**src/rtl/mc_control_pkg.sv**
```systemverilog
// Shared definitions for the multi-cycle main controller: state codes,
// opcode/funct constants, ALU opcodes common with the ALU, datapath select
// codes and the decoded instruction-class bundle.
package mc_control_pkg;

    // Controller states; encodings 5..7 are illegal and recover to IF.
    typedef enum logic [2:0] {
        S_IF  = 3'd0,
        S_DT  = 3'd1,
        S_EXE = 3'd2,
        S_MEM = 3'd3,
        S_WB  = 3'd4
    } state_t;

    // Primary opcodes (Instr[31:26])
    localparam logic [5:0] OP_RTYPE = 6'h00;
    localparam logic [5:0] OP_J     = 6'h02;
    localparam logic [5:0] OP_JAL   = 6'h03;
    localparam logic [5:0] OP_BEQ   = 6'h04;
    localparam logic [5:0] OP_ORI   = 6'h0D;
    localparam logic [5:0] OP_LUI   = 6'h0F;
    localparam logic [5:0] OP_LW    = 6'h23;
    localparam logic [5:0] OP_SW    = 6'h2B;

    // R-type function codes (Instr[5:0])
    localparam logic [5:0] FN_SLL   = 6'h00;
    localparam logic [5:0] FN_SRL   = 6'h02;  // rotr when Instr[21]=1
    localparam logic [5:0] FN_JR    = 6'h08;
    localparam logic [5:0] FN_MOVZ  = 6'h0A;
    localparam logic [5:0] FN_ADDU  = 6'h21;
    localparam logic [5:0] FN_SUBU  = 6'h23;
    localparam logic [5:0] FN_AND   = 6'h24;
    localparam logic [5:0] FN_OR    = 6'h25;
    localparam logic [5:0] FN_XOR   = 6'h26;

    // ALU opcodes shared with the ALU
    localparam logic [3:0] ALU_ADD  = 4'b0000;
    localparam logic [3:0] ALU_SUB  = 4'b0001;
    localparam logic [3:0] ALU_AND  = 4'b0010;
    localparam logic [3:0] ALU_OR   = 4'b0011;
    localparam logic [3:0] ALU_XOR  = 4'b0100;
    localparam logic [3:0] ALU_SLL  = 4'b0101;
    localparam logic [3:0] ALU_SRL  = 4'b0110;
    localparam logic [3:0] ALU_MOVZ = 4'b0111;
    localparam logic [3:0] ALU_ROTR = 4'b1000;

    // Destination register select
    localparam logic [1:0] RD_RT    = 2'd0;
    localparam logic [1:0] RD_RD    = 2'd1;
    localparam logic [1:0] RD_RA    = 2'd2;

    // Immediate extension select
    localparam logic [1:0] EXT_ZERO = 2'd0;
    localparam logic [1:0] EXT_SIGN = 2'd1;
    localparam logic [1:0] EXT_HI   = 2'd2;

    // Write-back source select
    localparam logic [1:0] WB_ALU   = 2'd0;
    localparam logic [1:0] WB_MEM   = 2'd1;
    localparam logic [1:0] WB_PC4   = 2'd2;

    // Next-PC source select
    localparam logic [1:0] PC_SEQ   = 2'd0;
    localparam logic [1:0] PC_BR    = 2'd1;
    localparam logic [1:0] PC_JMP   = 2'd2;
    localparam logic [1:0] PC_RS    = 2'd3;

    // One-hot instruction class plus the EXE ALU opcode.
    // lui is kept apart from ori because it selects a different extension.
    typedef struct packed {
        logic       rcal;
        logic       ical;
        logic       lui;
        logic       load;
        logic       store;
        logic       branch;
        logic       jump;
        logic       link;
        logic       jreg;
        logic       movz_i;
        logic       nop;
        logic [3:0] aluctr;
    } dec_t;

endpackage

```
**src/rtl/mc_control_decode.sv**
```systemverilog
// Combinational instruction decoder: maps the IR to instruction-class flags
// and the ALU opcode used from EXE onward.
module mc_decode
    import mc_control_pkg::*;
(
    input  logic [31:0] i_instr,
    output dec_t        o_dec
);

    logic [5:0] w_op;
    logic [5:0] w_fn;

    assign w_op = i_instr[31:26];
    assign w_fn = i_instr[5:0];

    // Classify the instruction; anything unrecognised falls to nop.
    always_comb begin
        o_dec        = '0;
        o_dec.aluctr = ALU_ADD;
        case (w_op)
            OP_RTYPE: begin
                o_dec.rcal = 1'b1;
                case (w_fn)
                    FN_ADDU: o_dec.aluctr = ALU_ADD;
                    FN_SUBU: o_dec.aluctr = ALU_SUB;
                    FN_AND:  o_dec.aluctr = ALU_AND;
                    FN_OR:   o_dec.aluctr = ALU_OR;
                    FN_XOR:  o_dec.aluctr = ALU_XOR;
                    FN_SLL:  o_dec.aluctr = ALU_SLL;
                    FN_SRL:  o_dec.aluctr = i_instr[21] ? ALU_ROTR : ALU_SRL;
                    FN_MOVZ: begin
                        o_dec.aluctr = ALU_MOVZ;
                        o_dec.movz_i = 1'b1;
                    end
                    FN_JR: begin
                        o_dec.rcal = 1'b0;
                        o_dec.jreg = 1'b1;
                    end
                    default: begin
                        o_dec.rcal = 1'b0;
                        o_dec.nop  = 1'b1;
                    end
                endcase
            end
            OP_ORI: begin
                o_dec.ical   = 1'b1;
                o_dec.aluctr = ALU_OR;
            end
            OP_LUI: begin
                o_dec.ical   = 1'b1;
                o_dec.lui    = 1'b1;
                o_dec.aluctr = ALU_ADD;
            end
            OP_LW:  o_dec.load  = 1'b1;
            OP_SW:  o_dec.store = 1'b1;
            OP_BEQ: begin
                o_dec.branch = 1'b1;
                o_dec.aluctr = ALU_SUB;
            end
            OP_J:   o_dec.jump = 1'b1;
            OP_JAL: begin
                o_dec.jump = 1'b1;
                o_dec.link = 1'b1;
            end
            default: o_dec.nop = 1'b1;
        endcase
    end

endmodule

```
**src/rtl/mc_control.sv**
```systemverilog
// Multi-cycle main controller: state register plus per-state datapath
// control (ALU opcode, mux selects, write enables).
module mc_control
    import mc_control_pkg::*;
#(
    parameter logic [2:0] RESET_STATE = 3'd0
) (
    input  logic        clk,
    input  logic        reset,
    input  logic [31:0] Instr,
    input  logic        movz,
    input  logic        cmp_eq,
    output logic [3:0]  ALUCtr,
    output logic        PCWr,
    output logic        IRWr,
    output logic        RegWr,
    output logic        MemWr,
    output logic [1:0]  RegDst,
    output logic        ALUSrc,
    output logic [1:0]  ExtOp,
    output logic [1:0]  MemtoReg,
    output logic [1:0]  PCSrc,
    output logic [2:0]  state
);

    state_t r_state;
    state_t w_next;
    dec_t   w_dec;
    logic   w_pcwr;
    logic   w_irwr;
    logic   w_regwr;
    logic   w_memwr;
    logic   w_imm;

    mc_decode u_decode (
        .i_instr (Instr),
        .o_dec   (w_dec)
    );

    assign state = r_state;
    assign w_imm = w_dec.ical | w_dec.load | w_dec.store;

    // State register with synchronous active-low reset.
    always_ff @(posedge clk) begin
        if (!reset) r_state <= state_t'(RESET_STATE);
        else        r_state <= w_next;
    end

    // Per-state outputs and next state; ALU controls persist through MEM/WB.
    always_comb begin
        w_next   = S_IF;
        w_pcwr   = 1'b0;
        w_irwr   = 1'b0;
        w_regwr  = 1'b0;
        w_memwr  = 1'b0;
        ALUCtr   = ALU_ADD;
        RegDst   = RD_RT;
        ALUSrc   = 1'b0;
        ExtOp    = EXT_ZERO;
        MemtoReg = WB_ALU;
        PCSrc    = PC_SEQ;
        case (r_state)
            S_IF: begin
                w_irwr = 1'b1;
                w_pcwr = 1'b1;
                w_next = S_DT;
            end
            S_DT: begin
                if (w_dec.jump) begin
                    w_pcwr = 1'b1;
                    PCSrc  = PC_JMP;
                    if (w_dec.link) begin
                        w_regwr  = 1'b1;
                        RegDst   = RD_RA;
                        MemtoReg = WB_PC4;
                    end
                end else if (w_dec.jreg) begin
                    w_pcwr = 1'b1;
                    PCSrc  = PC_RS;
                end else if (!w_dec.nop) begin
                    w_next = S_EXE;
                end
            end
            S_EXE, S_MEM, S_WB: begin
                ALUCtr = w_dec.aluctr;
                ALUSrc = w_imm;
                if (w_dec.lui)                        ExtOp = EXT_HI;
                else if (w_dec.load || w_dec.store)   ExtOp = EXT_SIGN;
                else                                  ExtOp = EXT_ZERO;
                if (r_state == S_EXE) begin
                    if (w_dec.branch) begin
                        w_pcwr = cmp_eq;
                        PCSrc  = PC_BR;
                    end else if (w_dec.load || w_dec.store) begin
                        w_next = S_MEM;
                    end else begin
                        w_next = S_WB;
                    end
                end else if (r_state == S_MEM) begin
                    if (w_dec.store) w_memwr = 1'b1;
                    if (w_dec.load)  w_next  = S_WB;
                end else begin
                    w_regwr  = w_dec.movz_i ? movz : 1'b1;
                    RegDst   = w_dec.rcal ? RD_RD : RD_RT;
                    MemtoReg = w_dec.load ? WB_MEM : WB_ALU;
                end
            end
            default: w_next = S_IF;
        endcase
    end

    // Write enables are gated off while reset is held.
    always_comb begin
        PCWr  = w_pcwr  & reset;
        IRWr  = w_irwr  & reset;
        RegWr = w_regwr & reset;
        MemWr = w_memwr & reset;
    end

endmodule

```
**config.mk**
```make
export PLATFORM = sky130hd
export DESIGN_NAME = mc_control
export DESIGN_NICKNAME = d
export VERILOG_FILES = /design/src/rtl/mc_control_pkg.sv /design/src/rtl/mc_control_decode.sv /design/src/rtl/mc_control.sv
export SDC_FILE = /design/constraint.sdc
export NUM_CORES = 1
export LEC_CHECK = 0
export ABC_AREA = 1
export CORE_UTILIZATION = 29
export CTS_BUF_LIST = sky130_fd_sc_hd__clkbuf_8
export CTS_CLUSTER_DIAMETER = 120
export DETAILED_ROUTE_END_ITERATION = 8
export PLACE_DENSITY = 0.77
export REMOVE_ABC_BUFFERS = 1
export SYNTH_ARGS = -nofsm -noshare
export SYNTH_HDL_FRONTEND = slang
export SYNTH_SLANG_ARGS = --single-unit
```
**constraint.sdc**
```tcl
create_clock -name clk -period 1.6 [get_ports clk]
set_input_delay 0.48 -clock clk [delete_from_list [all_inputs] [get_ports clk]]
set_output_delay 0.48 -clock clk [all_outputs]
set_load 0.05 [all_outputs]
```
==> results of run 1 <==
[through the flow]
stage / util / setup WS [ns] / hold WS [ns] / instance area, um2
CTS: 0.942 / -0.447 / 0.684 / 1920
detailed placement: 0.705 / -0.987 / 0.765 / 1440
global placement: 0.705 / -0.851 / 0.719 / 1440
floorplan: - / -2.37 / 0.625 / 649
[cell usage after synthesis]
master	number	area [um2]
nor3_1	1	5.00
nor3_2	3	30.0
nor4_2	1	12.5
nand3_1	13	65.1
a21oi_2	1	8.76
a211oi_1	1	7.51
clkinv_1	1	3.75
buf_4	1	7.51
nand2_2	2	12.5
nand2_1	24	90.1
nand3_4	1	17.5
o22ai_1	1	6.26
nor2_1	24	90.1
nand4_1	4	25.0
a21oi_1	8	40.0
nor2_2	7	43.8
inv_1	18	67.6
nor2_8	1	20.0
dfxtp_1	3	60.1
inv_2	6	22.5
nor2_4	1	11.3
nand3_2	1	10.0
[cells by family after synthesis]
| group | count (synthesis) |
|---|---|
| AOI/OAI and AO/OA | 11 |
| DFF | 3 |
| buffers and inverters | 26 |
| and+or+nand+nor | 83 |
[timing repair]
action                                  CTS
buffers inserted                         13
pin swaps                                34
endpoints found under the setup margin   19
gates resized for setup                 161
==> results_dict.tcl, run 1 <==
set metrics [dict create \
    dpl.hpwl_um 2250 \
    yosys_register_bits 3 \
    cts_buffer_depth 2 \
    die-width_um 49.6 \
    initial_core_util 0.322 \
    grt_max_degree 6 \
    synth_top_family_by_area "simple AND/OR/NAND/NOR gates" \
    io_buffers 36 \
    rows 16 \
    status "did not finish" \
    syn-instance-count 123 \
    postCtsHoldBufs 0 \
    error "[ERROR DPL-0038] Utilization greater than 100%, impossible to legalize" \
    syn-cell-area_um2 657 \
    synth_xor_area_frac 0 \
    yosysWarnings 0 \
    seq_area_frac_synth 0.0914 \
    worstEndpointGrtRepair "RegWr" \
    cts_buffers 3 \
    cts_htree_levels 1 \
    stop_stage "global routing (5_1_grt)" \
    syn_area_per_cell_um2 5.34 \
    worst-ep-kind "primary output" \
    synthMuxAreaShare 0 \
    clock-sinks 3 \
    synth_fa_ha_area_frac 0 \
    dp.cells 211 \
    num_io_pins 56 \
    ctsRootBufferMaster "clkbuf_8" \
    synthSimpleGateAreaFrac 0.659 \
    synth_compound_area_frac 0.0952 \
    synth_cell_types 22 \
    die_h_um 49.6 \
    place.gp.congestion 0.873 \
]
==> run 2, diff against run 1 <==
- CORE_AREA: unset -> 2 2 63 65
- CORE_UTILIZATION: 29 -> unset
- CTS_BUF_LIST: sky130_fd_sc_hd__clkbuf_8 -> unset
- CTS_CLUSTER_DIAMETER: 120 -> unset
- DIE_AREA: unset -> 0 0 65 67
- PLACE_DENSITY: 0.77 -> unset
- PLACE_DENSITY_LB_ADDON: unset -> 0.15
- clock period: 1.6 -> 2.1 ns (I/O delays scaled with it)
==> results_dict.tcl, run 2 <==
set metrics [dict create \
    cts_buffer_depth 2 \
    yosysTopAreaCell "nand2_1" \
    viasPerCell 4.43 \
    cts_htree_levels 1 \
    cp-end-kind "primary output" \
    fin_crit_ns 2.34 \
    grtUsageTotal 0.142 \
    grt_pass1_vias 1160 \
    setup_ws_ns -0.241 \
    finalSetupViolCount 12 \
    cts_tree "built" \
    period_share 1.11 \
    maxSlewHeadroom 0.822 \
    hold_viol 0 \
    power.density_mw_per_mm2 235 \
    clk_pin_slew_ns 0.03 \
    syn_area_per_cell_um2 5.34 \
    wl_per_cell_um 12.8 \
    synth-main-ff-cell "dfxtp_1" \
    placed_cell_area_mm2 0.00141 \
    dpl.hpwl_um 2020 \
    cp.required_ns 1.47 \
    ctsRootBufferMaster "clkbuf_8" \
    die-width_um 65 \
    worstSetupPathType "in2out" \
    grt_overflow 0 \
    largest_register_ffs 3 \
    rows 22 \
    area_growth_pct 208 \
    drive_gt1_frac 0.783 \
    drc 0 \
    ant_nets 0 \
    core_area_mm2 0.00361 \
    io_buffers 36 \
    postCtsHoldBufs 0 \
    crit_path_start_kind "input port" \
    die_h_um 67 \
    syn-instance-count 123 \
    antenna_found_initial 0 \
    power.total_uw 475 \
    synth_top_area_frac 0.137 \
    dieArea_mm2 0.00436 \
    cap_viol_max_count 0 \
    status "complete, but fails checks" \
    syn-cell-area_um2 657 \
    num_io_pins 56 \
    rsz0062_at_grt "yes" \
    worstPathArrival_ns 1.71 \
    grt_max_degree 7 \
    diodes 0 \
    synth_area_leaders "nand2_1, nor2_1, inv_1" \
    final_area_mm2 0.00202 \
    drt_wl_total_um 3220 \
    ir_drop_v 0.000116 \
    leakage_uw 0.000939 \
    yosysWarnings 0 \
    fmax_ghz 0.427 \
    cts_buffers 3 \
    ys_async_sr_fraction 0 \
    synth-edff-count 0 \
    initial_core_util 0.182 \
    clock-sinks 3 \
    final_nets 240 \
    ys_top_cells_by_count "nand2_1, nor2_1, inv_1" \
    final_common_cell "buf_4" \
    place.gp.congestion 0.770 \
    synth_cell_types 22 \
    tightest_slew_ns 0.265 \
    mostFrequentLayoutCells "buf_4, buf_12, nor2_4, buf_6" \
    seq_area_frac_synth 0.0914 \
    hold_path.class "reg2reg" \
    dr.pass1.iters 4 \
    crit_fanout 4 \
    yosys_register_bits 3 \
    worst_skew_pair.late_latency_ns 0.22 \
    clock_skew_ns 0.00149 \
    grt_pass1_wl_um 4870 \
    violations "setup timing" \
    slew_viol_final 0 \
    routed-via-count 1111 \
    drt_iter0_drc 14 \
]
## run 2: cell counts after synthesis
No cell type changed its count.
## run 2: cell type report
class	instances	area (um2)
Timing Repair Buffer	77	892
Clock buffer	4	45.0
Sequential cell	3	66.3
Inverter	25	101
Multi-Input combinational cell	94	858
Fill cell	311	1580
Tap cell	48	60.1
## run 2: through the flow
stage	setup TNS (ns)	std cells	util	hold WS, ns	setup slack [ns]
2_1_floorplan	-8.46	122	-	0.775	-2.02
6_report	-1.88	251	0.561	0.651	-0.241
4_1_cts	-1.95	246	0.490	0.626	-0.221
5_1_grt	-2.81	251	0.561	0.695	-0.308
3_5_place_dp	-9.36	230	0.392	0.632	-0.734
3_3_place_gp	-9.17	230	0.392	0.622	-0.699
## run 2: kinds of logic (layout without fill, tap and decap cells)
| logic type | Yosys count | count (layout) | share of synthesized area |
|---|---|---|---|
| simple gates | 83 | 83 | 0.659 |
| buf+inv | 26 | 106 | 0.154 |
| compound gates | 11 | 11 | 0.0953 |
| flops | 3 | 3 | 0.0914 |
## run 2: metal layers
metal,GRT usage,share of wire,up-vias
li1,-,-,548
met3,0.0220,0.047,11
met1,0.159,0.37,513
met2,0.267,0.55,39
met5,0,0,-
met4,0.0585,0.030,0
## run 2: report_power, final
part	switching (uW)	internal [uW]	total, uW
registers	1.97	59.1	61.1
clock network	38.8	129	168
logic	129	117	246
## run 2: timing repair
| item | CTS | global route |
|---|---|---|
| pin swaps | 31 | 34 |
| resized for setup | 127 | 52 |
| buffers inserted | 12 | 9 |
| setup endpoints to repair | 17 | 17 |
| endpoints found under the hold margin | 0 | 0 |
| cloned | 0 | 0 |
## run 2: worst max-delay path, cell delays in order
cell,delay (ns)
buf_8,0.10
nor2_4,0.19
nand2_1,0.10
nor2_2,0.13
nand2_2,0.09
nand2_2,0.08
nand2_4,0.07
a21oi_4,0.16
buf_12,0.15
## run 2: worst paths after layout
check | from | to | slack [ns] | cells past startpoint
min reg2reg | state[1] | state[2] | 0.65 | 4
min | state[1] | state[2] | 0.65 | 4
max reg2reg | state[0] | state[1] | 0.12 | 15
max | Instr[5] | PCWr | -0.24 | 9
Note: power is estimated with default switching activity, not from simulation.
==> run 3, diff against run 2 <==
- REMOVE_ABC_BUFFERS: 1 -> unset
==> results_dict.tcl, run 3 (synthesized netlist as in run 2, its figures left out) <==
set metrics [dict create \
    synth_nets 159 \
    maxSlewHeadroom 0.760 \
    placed_cell_area_mm2 0.00161 \
    grt_overflow 0 \
    nFillCells 343 \
    setup_tns_ns -1.99 \
    power.density_mw_per_mm2 225 \
    cts_tree "built" \
    mostFrequentLayoutCells "buf_4, buf_12, nor2_4, inv_2, nor2_2" \
    slew_viol_final 0 \
    cp.buffers_inverters 3 \
    area_growth_pct 204 \
    cts_htree_levels 1 \
    antenna_found_initial 0 \
    dpl.hpwl_um 2100 \
    drc 0 \
    violations "setup timing" \
    ant_nets 0 \
    status "complete, but fails checks" \
    grt_pass1_wl_um 4600 \
    critPathLaunch "Instr[3]" \
    fin_crit_ns 2.35 \
    hold_path.class "reg2reg" \
    num_io_pins 56 \
    grt_pass1_vias 1061 \
    final_area_mm2 0.00200 \
    drive_gt1_frac 0.783 \
    leakage_uw 0.000924 \
    final_nets 240 \
    grtUsageTotal 0.132 \
    crit_slowest_cell "buf_12" \
    place.gp.congestion 0.850 \
    diodes 0 \
    dr.pass1.iters 4 \
    worst_skew_pair.late_latency_ns 0.21 \
    cts_buffer_depth 2 \
    clock_skew_ns 0.000487 \
    initial_core_util 0.182 \
    tightest_slew_ns 0.357 \
    fmax_ghz 0.426 \
    worstSetupPathType "in2out" \
    fin_hold_ws_ns 0.607 \
    setup_ws_ns -0.250 \
    period_share 1.12 \
    dieArea_mm2 0.00436 \
    clk_pin_slew_ns 0.03 \
    viasPerCell 4.24 \
    die-width_um 65 \
    io_buffers 36 \
    crit_path_start_kind "input port" \
    cp_top_family "simple AND/OR/NAND/NOR gates" \
    worstPathArrival_ns 1.72 \
    rr_startpoint "state[2]" \
    crit_fanout 4 \
    ir_drop_v 0.000151 \
    cp_cell_sequence "buf_6 -> buf_6 -> nor2_4 -> nand3_2 -> nand2_2 -> nor2_4 -> nand3_2 -> nand2_4 -> nor3_4 -> buf_12" \
    pre_cts_slack_ns -0.714 \
    core_area_mm2 0.00361 \
    drt_iter0_drc 22 \
    die_h_um 67 \
    wl_per_cell_um 11.2 \
    postCtsHoldBufs 0 \
    rows 22 \
    rsz0062_at_grt "yes" \
    clock-sinks 3 \
    cts_buffers 3 \
    cp-end-kind "primary output" \
    largest_register_ffs 3 \
    slowest_delay_ns 0.16 \
    cp.required_ns 1.47 \
    min_from "state[1]" \
    ctsRootBufferMaster "clkbuf_8" \
    hold_viol 0 \
    routed-via-count 1064 \
    finalSetupViolCount 11 \
    final_util 0.554 \
    cap_viol_max_count 0 \
    grt_max_degree 6 \
    final_common_cell "buf_4" \
    drt_wl_total_um 2810 \
]
[run 3: worst register-to-register path, cell delays in order (launching register included)]
cell and delay, ns:
dfxtp_2 0.34, nor3_2 0.25, buf_4 0.17, nand2_1 0.10, buf_4 0.15, clkinv_1 0.04, nand2_1 0.04, nor2_1 0.10
nand2_1 0.06, a21oi_1 0.11
[run 3: power breakdown]
| part | leakage [uW] | total, uW | switching [uW] | internal [uW] |
|---|---|---|---|---|
| sequential | 0.0000260 | 61.3 | 2.22 | 59.1 |
| combinational | 0.000875 | 223 | 117 | 106 |
| clock | 0.0000228 | 165 | 35.6 | 129 |
| total | 0.000924 | 449 | 155 | 294 |
[run 3: final cells by class]
type	instances	area, um2	area share
inverters	25	97.6	0.0489
clock buffers	4	45.0	0.0226
multi-input cells	94	840	0.420
repair buffers	77	888	0.445
well taps	48	60.1	0.0301
flip-flops and latches	3	66.3	0.0332
[run 3: repair_timing]
item / CTS / global route
pin swaps: 27 / 13
resized for setup: 105 / 25
setup endpoints to repair: 17 / 17
setup buffers: 13 / 5
[run 3: worst paths after layout]
| kind | depth (start not counted) | slack (ns) | to |
|---|---|---|---|
| min | 4 | 0.61 | state[2] |
| min reg2reg | 4 | 0.61 | state[2] |
| max | 10 | -0.25 | ALUCtr[3] |
| max reg2reg | 9 | 0.67 | state[1] |
[run 3: stage by stage]
stage / total power (uW) / cells
2_1_floorplan: 143 / 123
3_3_place_gp: 238 / 231
3_5_place_dp: 241 / 231
4_1_cts: 437 / 247
5_1_grt: 475 / 251
6_report: 449 / 251
[run 3: routing by layer]
metal,part of all wire,global-route usage,vias to the layer above
li1,-,-,548
met1,0.39,0.167,495
met2,0.58,0.245,21
met3,0.027,0.0101,0
met4,0,0.0239,0
met5,0,0,-
==> RTL change 1 (config.mk and constraints of run 2) <==
Register the output `PCWr`, with the module's reset; this adds one clock of latency there. The other outputs are not delayed to match.
--- a/src/rtl/mc_control.sv
+++ b/src/rtl/mc_control.sv
@@ -22,6 +22,8 @@
     output logic [1:0]  PCSrc,
     output logic [2:0]  state
 );
+
+    logic PCWr_d;
 
     state_t r_state;
     state_t w_next;
@@ -111,11 +113,19 @@
 
     // Write enables are gated off while reset is held.
     always_comb begin
-        PCWr  = w_pcwr  & reset;
+        PCWr_d = w_pcwr  & reset;
         IRWr  = w_irwr  & reset;
         RegWr = w_regwr & reset;
         MemWr = w_memwr & reset;
     end
 
+    always_ff @(posedge clk) begin
+        if (!reset) begin
+            PCWr <= '0;
+        end else begin
+            PCWr <= PCWr_d;
+        end
+    end
+
 endmodule
 
Check against the original RTL: not equivalent (Yosys sat finds a counterexample within 4 cycles, from zero or initial values and one cycle with reset low).
==> RTL change 1 against run 2 <==
  * The flow still finishes with violations (negative setup slack)
  * Highest routed layer unchanged
  * Register-to-register slack better by 0.59 ns
  * Area after synthesis is 1.1% higher
  * Combinational power down 17%
  * Worst setup slack lost 0.0010 ns
  * Sequential cell count rose by 1
  * Final area is 9.8% lower
  * Cell count down 6.0%
  * Routed wire length shrank 14%
  * Non-clock buffer count shrank 11
  * Largest cell class unchanged
  * Maximum frequency barely moved
  * Critical path type unchanged
  * Power decreased by 4.6%
==> RTL change 1: results (changes against run 2) <==
<table>
<tr><th>Metric</th><th>Value</th></tr>
<tr><th colspan="2">Global routing</th></tr>
<tr><td>Fraction of met2 tracks used by global routing</td><td>0.242 (-0.0245)</td></tr>
<tr><td>Global-route total usage across every layer</td><td>0.134 (-0.00854)</td></tr>
<tr><td>Pin count of the biggest net entering global routing</td><td>8 (+1)</td></tr>
<tr><td>First-pass GRT wire length</td><td>4550 um (-6.5%)</td></tr>
<tr><td>Number of global-route vias before repair</td><td>1003 (-14%)</td></tr>
<tr><td>Met1 Track Usage GR</td><td>0.161 (+0.00201)</td></tr>
<tr><th colspan="2">Detailed routing</th></tr>
<tr><td>Total Routed Length</td><td>2750 um (-14%)</td></tr>
<tr><td>Post-detailed-route wirelength per cell</td><td>11.7 um (-9.1%)</td></tr>
<tr><td>Number of DRC markers after the initial detailed-route iteration</td><td>46 (+32)</td></tr>
<tr><th colspan="2">STA</th></tr>
<tr><td>Setup TNS</td><td>-1.71 ns (+0.165 ns)</td></tr>
<tr><td>Worst slew slack as a fraction of its limit</td><td>0.674 (-0.148)</td></tr>
<tr><td>Post-route clock skew</td><td>0.00590 ns (+0.00441 ns)</td></tr>
<tr><td>Number of failing setup endpoints in the final timing report</td><td>9 (-3)</td></tr>
<tr><td>PnR worst setup slack</td><td>-0.242 ns (-0.00101 ns)</td></tr>
<tr><th colspan="2">Hold path</th></tr>
<tr><td>Worst Hold Depth</td><td>5 (+1)</td></tr>
<tr><th colspan="2">Logic synthesis</th></tr>
<tr><td>Synth Instances</td><td>120 (-2.4%)</td></tr>
<tr><td>Share of synthesized area occupied by flip-flops and latches</td><td>0.121 (+0.0291)</td></tr>
<tr><td>Most instantiated cells after synthesis</td><td>sky130_fd_sc_hd__nor2_1, sky130_fd_sc_hd__nand2_1, sky130_fd_sc_hd__inv_1</td></tr>
<tr><td>Count of unique library cells instantiated by Yosys</td><td>20 (-9.1%)</td></tr>
<tr><td>Leading cell types by total area after synthesis</td><td>sky130_fd_sc_hd__nor2_1, sky130_fd_sc_hd__nand2_1, sky130_fd_sc_hd__dfxtp_1</td></tr>
<tr><th colspan="2">Outcome</th></tr>
<tr><td>Failing checks</td><td>negative setup slack</td></tr>
<tr><td>Outcome</td><td>finished with violations</td></tr>
<tr><th colspan="2">Layout</th></tr>
<tr><td>Nets</td><td>226 (-5.8%)</td></tr>
<tr><td>Count of fill cells added during filler insertion</td><td>345 (+11%)</td></tr>
<tr><th colspan="2">Placed design</th></tr>
<tr><td>Setup slack at placement</td><td>-0.756 ns (-0.0219 ns)</td></tr>
<tr><td>Final estimated routing congestion in global placement</td><td>0.742 (-3.6%)</td></tr>
<tr><td>Detailed-placement wirelength estimate</td><td>2000 um (-0.93%)</td></tr>
<tr><td>Placed cell count</td><td>224 (-2.6%)</td></tr>
<tr><th colspan="2">Power and ir drop</th></tr>
<tr><td>IR Drop Worst-Case VDD</td><td>115 uV (-1.3%)</td></tr>
</table>
==> RTL change 1: cell count changes after synthesis, moves of 2 or more <==
cell / delta
sky130_fd_sc_hd__nor2_2: -2
sky130_fd_sc_hd__nand2_1: -2
sky130_fd_sc_hd__nand2_2: -2
sky130_fd_sc_hd__nor2_1: +3
==> RTL change 1: power by group through the flow <==
stage               registers [uW]  logic (uW)  clock network, uW
floorplan                     94.3        53.7                  0
global placement              83.2         150                  0
detailed placement            83.6         151                  0
global route                  83.4         218                176
finish                        83.2         203                167
CTS                           82.5         189                171
==> RTL change 1: kinds of logic (layout without fill, tap and decap cells) <==
logic type / after synthesis / in the layout / share of synthesized area
AO/OA/AOI/OAI: 11 / 11 / 0.0942
buffers and inverters: 25 / 93 / 0.147
AND/OR/NAND/NOR: 80 / 80 / 0.638
flip-flops: 4 / 4 / 0.121
==> RTL change 1: worst register-to-register path, stage by stage, from the launching register on <==
cell and delay, ns:
sky130_fd_sc_hd__dfxtp_1 0.37, sky130_fd_sc_hd__nor3_4 0.24, sky130_fd_sc_hd__buf_4 0.15, sky130_fd_sc_hd__nand2_1 0.10, sky130_fd_sc_hd__buf_4 0.15, sky130_fd_sc_hd__nor2_1 0.10, sky130_fd_sc_hd__nand2_1 0.08, sky130_fd_sc_hd__a21oi_1 0.13
==> RTL change 1: area by class of cell <==
type,count,area [sq um],share of cell area
Inverter,24,92.6,0.0508
Timing Repair Buffer,66,774,0.425
Clock buffer,3,41.3,0.0226
Multi-Input combinational cell,91,773,0.424
Sequential cell,4,82.6,0.0453
Tap cell,48,60.1,0.0329
==> RTL change 1: worst paths after layout <==
check	slack, ns	to	startpoint
max	-0.24	ALUCtr[2]	Instr[5]
min	0.72	state[0]	state[0]
max reg2reg	0.71	state[1]	state[2]
min reg2reg	0.72	state[0]	state[0]
==> RTL change 1: layer usage <==
layer  vias to the layer above  wire [um]
met3                         7        156
met5                         -          0
li1                        520          -
met4                         0         82
met1                       481       1070
met2                        31       1440
==> RTL change 1: what timing repair did <==
item | in CTS | in global routing
setup endpoints to repair | 16 | 14
pin swaps | 25 | 12
gates resized for setup | 127 | 25
setup buffers | 9 | 1
hold buffers | 0 | 0
==> RTL change 1: stage by stage <==
step,area (sq um),power (uW)
after floorplan,657,148
after global placement,1390,234
after detailed placement,1390,234
after CTS,1720,442
after global routing,1820,478
final,1820,454
==> RTL change 2 (config.mk and constraints of run 2) <==
Without the edit above. Make the reset (`reset`) asynchronous in one clocked block. Comments in the files are not updated.
--- a/src/rtl/mc_control.sv
+++ b/src/rtl/mc_control.sv
@@ -41,7 +41,7 @@
     assign w_imm = w_dec.ical | w_dec.load | w_dec.store;
 
     // State register with synchronous active-low reset.
-    always_ff @(posedge clk) begin
+    always_ff @(posedge clk or negedge reset) begin
         if (!reset) r_state <= state_t'(RESET_STATE);
         else        r_state <= w_next;
     end
Check against the original RTL: differs if reset is asserted again (counterexample within 4 cycles, from zero or initial values and one cycle with reset low); with reset held inactive, the same outputs for 10 cycles.
==> RTL change 2 against run 2 <==
  * Critical path depth fell by 3
  * Highest routed layer unchanged
  * Worst setup slack got worse by 0.030 ns
  * First-iteration DRC count rose to 4.1 times the old value
  * Sequential cell count is the same
  * Cell count decreased by 0.80%
  * Area after synthesis rose by 5.7%
  * Final area shrank 1.5%
  * Register-to-register slack improved by 0.81 ns
  * Synthesized cell count decreased by 4.1%
  * Die area stayed put
  * The flow still finishes with violations (negative setup slack)
  * Routed wire length is 12% lower
Power is not compared: it rests on default switching activity, and its combinational part moved more than twofold at a synthesized area within 25%.
==> RTL change 2: results (changes against run 2) <==
<table>
<tr><th>Metric</th><th>Value</th></tr>
<tr><th colspan="2">Hold path</th></tr>
<tr><td>Tightest Hold Check Type</td><td>in2async</td></tr>
<tr><th colspan="2">Outcome</th></tr>
<tr><td>Failing checks</td><td>negative setup slack</td></tr>
<tr><td>Outcome</td><td>finished with violations</td></tr>
<tr><th colspan="2">CTS</th></tr>
<tr><td>Clock edge transition at the registers on the reported setup and hold paths</td><td>0.03 ns (about the same)</td></tr>
<tr><td>PostCTS Resize Cnt</td><td>109 (-14%)</td></tr>
<tr><td>Post-CTS setup buffers</td><td>9 (-3)</td></tr>
<tr><th colspan="2">Logic synthesis</th></tr>
<tr><td>Asr flop ratio synth</td><td>1.00 (+1.00)</td></tr>
<tr><td>Leading cell types by total area after synthesis</td><td>sky130_fd_sc_hd__nand2_1, sky130_fd_sc_hd__dfrtp_1, sky130_fd_sc_hd__inv_1</td></tr>
<tr><td>Area fraction in compound gates after synthesis</td><td>0.112 (+0.0165)</td></tr>
<tr><td>Most instantiated flip-flop cell in the synthesis netlist</td><td>sky130_fd_sc_hd__dfrtp_1</td></tr>
<tr><td>Share of synthesized area occupied by flip-flops and latches</td><td>0.108 (+0.0167)</td></tr>
<tr><td>Most instantiated cells after synthesis</td><td>sky130_fd_sc_hd__nand2_1, sky130_fd_sc_hd__inv_1, sky130_fd_sc_hd__nor2_1</td></tr>
<tr><td>Count of unique library cells instantiated by Yosys</td><td>25 (+14%)</td></tr>
<tr><th colspan="2">Detailed routing</th></tr>
<tr><td>Number of DRC markers after the initial detailed-route iteration</td><td>58 (+44)</td></tr>
<tr><td>Via-to-Cell Ratio</td><td>4.30 (-2.8%)</td></tr>
<tr><th colspan="2">Critical path</th></tr>
<tr><td>Cells on worst reg2reg path</td><td>5 (-10)</td></tr>
<tr><td>Worst endpoint data arrival time</td><td>1.74 ns (+0.03 ns)</td></tr>
<tr><th colspan="2">Placed design</th></tr>
<tr><td>Setup slack at placement</td><td>-0.699 ns (+0.0346 ns)</td></tr>
<tr><td>Final estimated routing congestion in global placement</td><td>0.883 (+15%)</td></tr>
<tr><td>DP Area</td><td>0.00148 sq mm (+4.8%)</td></tr>
<tr><th colspan="2">STA</th></tr>
<tr><td>Setup TNS</td><td>-2.23 ns (-0.357 ns)</td></tr>
<tr><td>Worst Tran Pin Value</td><td>0.313 ns (+0.0483 ns)</td></tr>
<tr><td>PnR worst setup slack</td><td>-0.270 ns (-0.0296 ns)</td></tr>
<tr><td>Number of failing setup endpoints in the final timing report</td><td>15 (+3)</td></tr>
<tr><th colspan="2">Global routing</th></tr>
<tr><td>Number of global-route vias before repair</td><td>1102 (-5.0%)</td></tr>
<tr><td>Global-route total usage across every layer</td><td>0.131 (-0.0118)</td></tr>
<tr><td>First-pass GRT wire length</td><td>4550 um (-6.5%)</td></tr>
<tr><th colspan="2">Layout</th></tr>
<tr><td>Count of fill cells added during filler insertion</td><td>321 (+3.2%)</td></tr>
<tr><td>Nets</td><td>238 (-0.83%)</td></tr>
<tr><td>Non-Filler Instances</td><td>249 (-0.80%)</td></tr>
</table>
[RTL change 2: cell types whose count changed after synthesis, sizes merged, moves of 2 or more]
cell,delta
dfxtp,-3
dfrtp,+3
nor2,-6
o21ai,+3
nand2,-2
a21oi,-3
[RTL change 2: critical path, stage by stage]
cell and delay, ns:
sky130_fd_sc_hd__clkdlybuf4s50_1 0.45, sky130_fd_sc_hd__inv_1 0.04, sky130_fd_sc_hd__nor3_1 0.24, sky130_fd_sc_hd__nor2_2 0.06
sky130_fd_sc_hd__a21oi_2 0.17, sky130_fd_sc_hd__buf_12 0.15
[RTL change 2: cell type report]
cell class | count | area [sq um] | share of cell area
multi-input combinational | 89 | 762 | 0.382
clock buffer | 4 | 45.0 | 0.0226
inverter | 25 | 104 | 0.0521
sequential | 3 | 75.1 | 0.0377
timing repair buffer | 80 | 947 | 0.475
tap | 48 | 60.1 | 0.0301
[RTL change 2: power groups by stage]
stage / Sequential, uW / Combinational, uW / Clock [uW]
floorplan: 128 / 173 / 0
global placement: 84.4 / 394 / 0
detailed placement: 84.9 / 395 / 0
CTS: 83.9 / 431 / 170
global route: 86.5 / 537 / 178
finish: 84.1 / 505 / 170
[RTL change 2: final timing paths]
path | from | endpoint | slack, ns
max in group asynchronous | reset | state[0] | 1.55
worst min-delay path | reset | state[1] | 0.45
worst min register to register | state[2] | state[0] | 0.76
worst max register to register | state[1] | state[1] | 0.93
min in group clk | state[2] | state[0] | 0.76
worst max-delay path | cmp_eq | PCWr | -0.27
[RTL change 2: metal layers]
layer / global-route usage / wire [um]
met5: 0 / 0
met4: 0.0399 / 59
met3: 0.0135 / 123
met2: 0.246 / 1530
met1: 0.154 / 1110
